===== src/rtl/fft_stage_ctrl.sv =====
// Stage sequencer for a 32-point radix-2 FFT: tracks the current stage and issues registered
// butterfly operand addresses and twiddle indices. It also forwards butterfly completions to the iteration counter.
module fft_stage_ctrl (
    input  logic       clk,
    input  logic       n_reset,
    input  logic       start,
    input  logic       bfly_done,
    input  logic       stage_strobe,
    input  logic [4:0] bfly_idx,
    output logic       iteration_strobe,
    output logic [2:0] stage_count,
    output logic [4:0] addr_a,
    output logic [4:0] addr_b,
    output logic [3:0] twiddle_idx,
    output logic       addr_valid,
    output logic       busy,
    output logic       fft_done
);

    typedef enum logic [1:0] {IDLE = 2'd0, RUN = 2'd1, DONE = 2'd2} state_t;

    localparam logic [2:0] LAST_STAGE = 3'd4;

    state_t     state_reg, state_next;
    logic [2:0] stage_reg, stage_next;
    logic [4:0] addr_a_reg, addr_b_reg;
    logic [3:0] twiddle_reg;
    logic       addr_valid_reg;
    logic       iter_reg;

    always_ff @(posedge clk or negedge n_reset) begin
        if (!n_reset) begin
            state_reg <= IDLE;
        end else begin
            state_reg <= state_next;
        end
    end

    always_comb begin
        state_next = state_reg;
        case (state_reg)
            IDLE:    if (start) state_next = RUN;
            RUN:     if (stage_strobe && stage_reg == LAST_STAGE) state_next = DONE;
            DONE:    state_next = IDLE;
            default: state_next = IDLE;
        endcase
    end

    always_comb begin
        busy     = (state_reg == RUN);
        fft_done = (state_reg == DONE);
    end

    // The stage counter saturates at the last stage; leaving RUN is decided by the FSM.
    always_comb begin
        stage_next = stage_reg;
        if (state_reg == IDLE) begin
            stage_next = 3'd0;
        end else if (state_reg == RUN && stage_strobe && stage_reg != LAST_STAGE) begin
            stage_next = stage_reg + 3'd1;
        end
    end

    always_ff @(posedge clk or negedge n_reset) begin
        if (!n_reset) begin
            stage_reg <= 3'd0;
        end else begin
            stage_reg <= stage_next;
        end
    end

    // One constant-shift address generator per stage; the live stage selects among them.
    logic [4:0] k5;
    logic [4:0] cand_pos [5];
    logic [4:0] cand_a   [5];
    logic [4:0] cand_b   [5];
    logic [3:0] cand_tw  [5];

    assign k5 = {1'b0, bfly_idx[3:0]};

    generate
        for (genvar gi = 0; gi < 5; gi++) begin : g_stage_addr
            localparam logic [4:0] HALF      = 5'(1 << gi);
            localparam logic [4:0] HALF_MASK = 5'((1 << gi) - 1);
            assign cand_pos[gi] = k5 & HALF_MASK;
            assign cand_a[gi]   = ((k5 >> gi) << (gi + 1)) + cand_pos[gi];
            assign cand_b[gi]   = cand_a[gi] + HALF;
            assign cand_tw[gi]  = 4'(cand_pos[gi] << (4 - gi));
        end
    endgenerate

    logic [4:0] sel_a, sel_b;
    logic [3:0] sel_tw;

    always_comb begin
        sel_a  = cand_a[4];
        sel_b  = cand_b[4];
        sel_tw = cand_tw[4];
        case (stage_reg)
            3'd0: begin sel_a = cand_a[0]; sel_b = cand_b[0]; sel_tw = cand_tw[0]; end
            3'd1: begin sel_a = cand_a[1]; sel_b = cand_b[1]; sel_tw = cand_tw[1]; end
            3'd2: begin sel_a = cand_a[2]; sel_b = cand_b[2]; sel_tw = cand_tw[2]; end
            3'd3: begin sel_a = cand_a[3]; sel_b = cand_b[3]; sel_tw = cand_tw[3]; end
            default: ;
        endcase
    end

    logic idx_ok;
    assign idx_ok = (state_reg == RUN) && !bfly_idx[4];

    // Addresses only reload on a valid index so an out-of-range index leaves them stable.
    always_ff @(posedge clk or negedge n_reset) begin
        if (!n_reset) begin
            addr_a_reg     <= 5'd0;
            addr_b_reg     <= 5'd0;
            twiddle_reg    <= 4'd0;
            addr_valid_reg <= 1'b0;
            iter_reg       <= 1'b0;
        end else begin
            addr_valid_reg <= idx_ok;
            iter_reg       <= bfly_done && (state_reg == RUN);
            if (idx_ok) begin
                addr_a_reg  <= sel_a;
                addr_b_reg  <= sel_b;
                twiddle_reg <= sel_tw;
            end
        end
    end

    assign iteration_strobe = iter_reg;
    assign stage_count      = stage_reg;
    assign addr_a           = addr_a_reg;
    assign addr_b           = addr_b_reg;
    assign twiddle_idx      = twiddle_reg;
    assign addr_valid       = addr_valid_reg;

endmodule


===== config.mk =====
export PLATFORM = sky130hd
export DESIGN_NAME = fft_stage_ctrl
export DESIGN_NICKNAME = d
export VERILOG_FILES = /design/src/rtl/fft_stage_ctrl.sv
export SDC_FILE = /design/constraint.sdc
export NUM_CORES = 1
export LEC_CHECK = 0
export BUFFER_PORTS_ARGS = -buffer_cell sky130_fd_sc_hd__buf_2
export CAP_MARGIN = 30
export CORE_MARGIN = 3
export CORE_UTILIZATION = 39
export CTS_BUF_LIST = sky130_fd_sc_hd__clkbuf_2 sky130_fd_sc_hd__clkbuf_4 sky130_fd_sc_hd__clkbuf_8
export DETAILED_ROUTE_END_ITERATION = 6
export PLACE_DENSITY = 0.71
export SYNTH_ARGS = -nofsm -noshare
export SYNTH_HDL_FRONTEND = slang
export SYNTH_SLANG_ARGS = --single-unit

===== constraint.sdc =====
create_clock -name clk -period 4.7 [get_ports clk]
set_input_delay 0.235 -clock clk [delete_from_list [all_inputs] [get_ports clk]]
set_output_delay 0.235 -clock clk [all_outputs]
set_load 0.02 [all_outputs]

==> Implementation_results.wiki <==
{| class="wikitable"
! Metric !! Value
|-
| Run status || finished, final reports clean
|-
| Non-filler cells, final || roughly 170
|-
| Synth warnings || 0
|-
| Most numerous cell types in the synthesized netlist || dfrtp_1 (21), nor2_1 (13), nand2_1 (10)
|-
| Period Utilization, post-route || 41.93%
|-
| Data arrival time of the critical path || roughly 2.2 ns
|-
| Area share of the largest cell type after synthesis || 47.67%
|-
| Worst Path Required || about 4.9 ns
|-
| Post-synthesis instance area || roughly 0.0011 sq mm
|-
| Main synth FF type || dfrtp_1
|-
| DRT Pass-1 Iters || 4
|-
| Maximum fanout along the worst path || 16
|-
| Distinct cell type count of the synthesized netlist || 33
|-
| Global placer's final weighted congestion || between 0.7 and 0.8
|-
| Area growth, synth to finish || 16.12%
|-
| Share of flip-flops with an asynchronous set or reset after synthesis || 100.0%
|-
| Longest Clk Path Bufs || 2
|-
| Synth top area cells || dfrtp_1 (48%), ha_1 (5.7%), nor2_1 (4.4%)
|-
| H-tree depth || 1
|-
| Global-route wire length before repair || just under 4000 microns
|-
| Number of standard cells after synthesis || 111
|-
| Final Util || between 40% and 50%
|-
| Via count || 885
|-
| Minimum period implied by the final worst setup slack || about 2.0 ns
|-
| Total I/O pin count || 31
|-
| Synthesized net count || approximately 130
|-
| Post-route clock skew || roughly 0.012 ns
|-
| Worst rel slew slack || 53.57%
|-
| Count of routing violations after the opening detailed-route iteration || 29
|-
| Clock Root Buffer || clkbuf_4
|-
| CP Launch Point || stage_count[2]
|-
| R2r startpoint || stage_count[2]
|-
| Nets || about 160
|-
| Number of clock sinks || 21
|-
| Fraction of final layout cells with drive strength greater than 1 || 28.37%
|-
| Setup crit end kind || flip-flop
|-
| Routed vias/inst || around 5.2
|-
| Number of design rule violations left after detail routing || 0
|-
| Placed cell area || about 0.0012 sq mm
|-
| Critical hold path startpoint || bfly_done
|-
| Number of register bits inferred by synthesis || 21
|-
| Share of the yosys chip area belonging to registers || between 40 and 50%
|-
| Placeable core area || between 0.002 and 0.003 sq mm
|-
| Fmax achieved || ~500 MHz
|-
| Leak Pwr || ~0.62 nW
|-
| Remaining global-route overflow || 0
|-
| Final setup fails || 0
|-
| Post-cts repair resize count || 0
|-
| Routed wire per std cell || 12.91 microns
|-
| Finished Cell Area || ~0.0013 sq mm
|-
| DP Cell Count || 166
|-
| Number of enable-type register cells in the synthesized netlist || 0
|-
| Y dimension of the die || between 50 and 60 microns
|-
| Total Die Area || ~0.0035 sq mm
|-
| Overall routed net length || 2208 microns
|-
| Tightest Pin Transition || between 0.6 and 0.7 ns
|-
| Number of core rows || 18
|-
| Unrepaired setup endpoints after global routing || no
|-
| Clk slew on worst S/H paths || about 0.13 ns
|-
| Cell type with the highest aggregate area in the netlist || dfrtp_1
|-
| CP Launch Type || flip-flop
|-
| Cell Pwr Density || just over 700 mW/mm^2
|-
| Antenna diode instance count || 0
|-
| Hold Crit Class || in2reg
|-
| Initial standard-cell utilization of the core || between 40% and 50%
|-
| Latest clock arrival within the worst-skew pair || roughly 0.31 ns
|-
| Fin Setup TNS || 0 ns
|-
| Final count of hold timing violations || 0
|-
| Vias in the first global route || approximately 900
|-
| Antenna violations before repair || 0
|-
| Die boundary width || around 59 microns
|-
| Number of port buffers || 30
|-
| Largest net degree at the start of global routing || 22
|-
| Detailed-placement wirelength estimate || ~1600 microns
|-
| Path type of the worst setup path || reg2reg
|-
| Global Route Usage Sum || between 10 and 15%
|-
| IR drop worst, VDD || about 0.33 mV
|-
| Leading cell type by number of instances after synthesis || dfrtp_1
|-
| Final Max Slew Viols || 0
|-
| Syn Area/Cell || between 9 and 10 sq um
|-
| TritonCTS clock tree || yes
|-
| Remaining antenna violation count || 0
|-
| Total clock buffers created by CTS || 3
|-
| Maximum capacitance violations || 0
|}
-- metal layers --
metal  vias to the layer above  GRT usage [%]  wire length, microns
li1                        444              -                     -
met3                         0          2.614                   123
met2                        25          22.40                   975
met5                         -              0                     0
met1                       416          19.86                  1108
met4                         0          2.913                     0
-- placed cells by master (no fill, tap or decap), drive strengths merged, types with 4 or more instances in the layout --
| cell | synthesis | final |
|---|---|---|
| nor2b | 7 | 7 |
| a31oi | 4 | 4 |
| o21ai | 9 | 9 |
| nor2 | 14 | 14 |
| nand2 | 10 | 10 |
| clkbuf | 2 | 4 |
| ha | 5 | 5 |
| inv | 5 | 5 |
| buf | 3 | 30 |
| dfrtp | 21 | 21 |
| a21oi | 7 | 7 |
-- metrics by stage --
stage | setup slack, ns | hold slack [ns] | total power (W)
after detailed placement | 2.747 | 0.2269 | 0.0008222
after global placement | 2.820 | 0.2098 | 0.0008083
after floorplan | 2.795 | -0.06059 | 0.0006991
after global routing | 2.584 | 0.1381 | 0.0009931
final | 2.729 | 0.1326 | 0.0009064
after CTS | 2.735 | 0.1280 | 0.0009173
-- path summary, 6_finish.rpt --
check / end / slack [ns] / depth (start not counted)
max: addr_a[0] / 2.73 / 5
min: iteration_strobe / 0.13 / 2
max reg2reg: addr_a[0] / 2.73 / 5
min reg2reg: addr_b[0] / 0.48 / 2
max in group asynchronous: twiddle_idx[2] / 3.97 / 2
min in group asynchronous: addr_valid / 0.40 / 2
-- what timing repair did --
action                    in CTS  in global routing
buffers inserted               0                  0
hold buffers                   1                  0
hold endpoints to repair      21                  0
-- cell families (layout without fill, tap and decap cells) --
| group | after synthesis | count (layout) | synth area share (%) |
|---|---|---|---|
| and+or+nand+nor | 39 | 39 | 17.59 |
| AOI/OAI and AO/OA | 34 | 34 | 20.43 |
| DFF | 21 | 21 | 47.67 |
| buffers and inverters | 11 | 41 | 7.719 |
| adders and majority gates | 5 | 5 | 5.675 |
| muxes | 1 | 1 | 0.9081 |
-- critical path, stage by stage, from the launching register on --
cell	delay [ns]
dfrtp_1	0.62
inv_1	0.12
ha_1	0.35
or4b_1	0.54
o21ai_0	0.16
o21ai_1	0.07
-- report_power, final --
group	total [W]	internal [W]	switching, W
Sequential	0.000318	0.000259	0.0000582
Clock	0.0000950	0.0000389	0.0000561
Combinational	0.000494	0.000189	0.000305
-- area by class of cell --
type,count,area [sq um]
Fill cell,259,1310
Multi-Input combinational cell,79,491.7
Timing Repair Buffer,31,160.2
Clock buffer,4,30.03
Inverter,6,35.03
Sequential cell,21,525.5
Tap cell,30,37.54
Note: power is estimated with default switching activity, not from simulation.
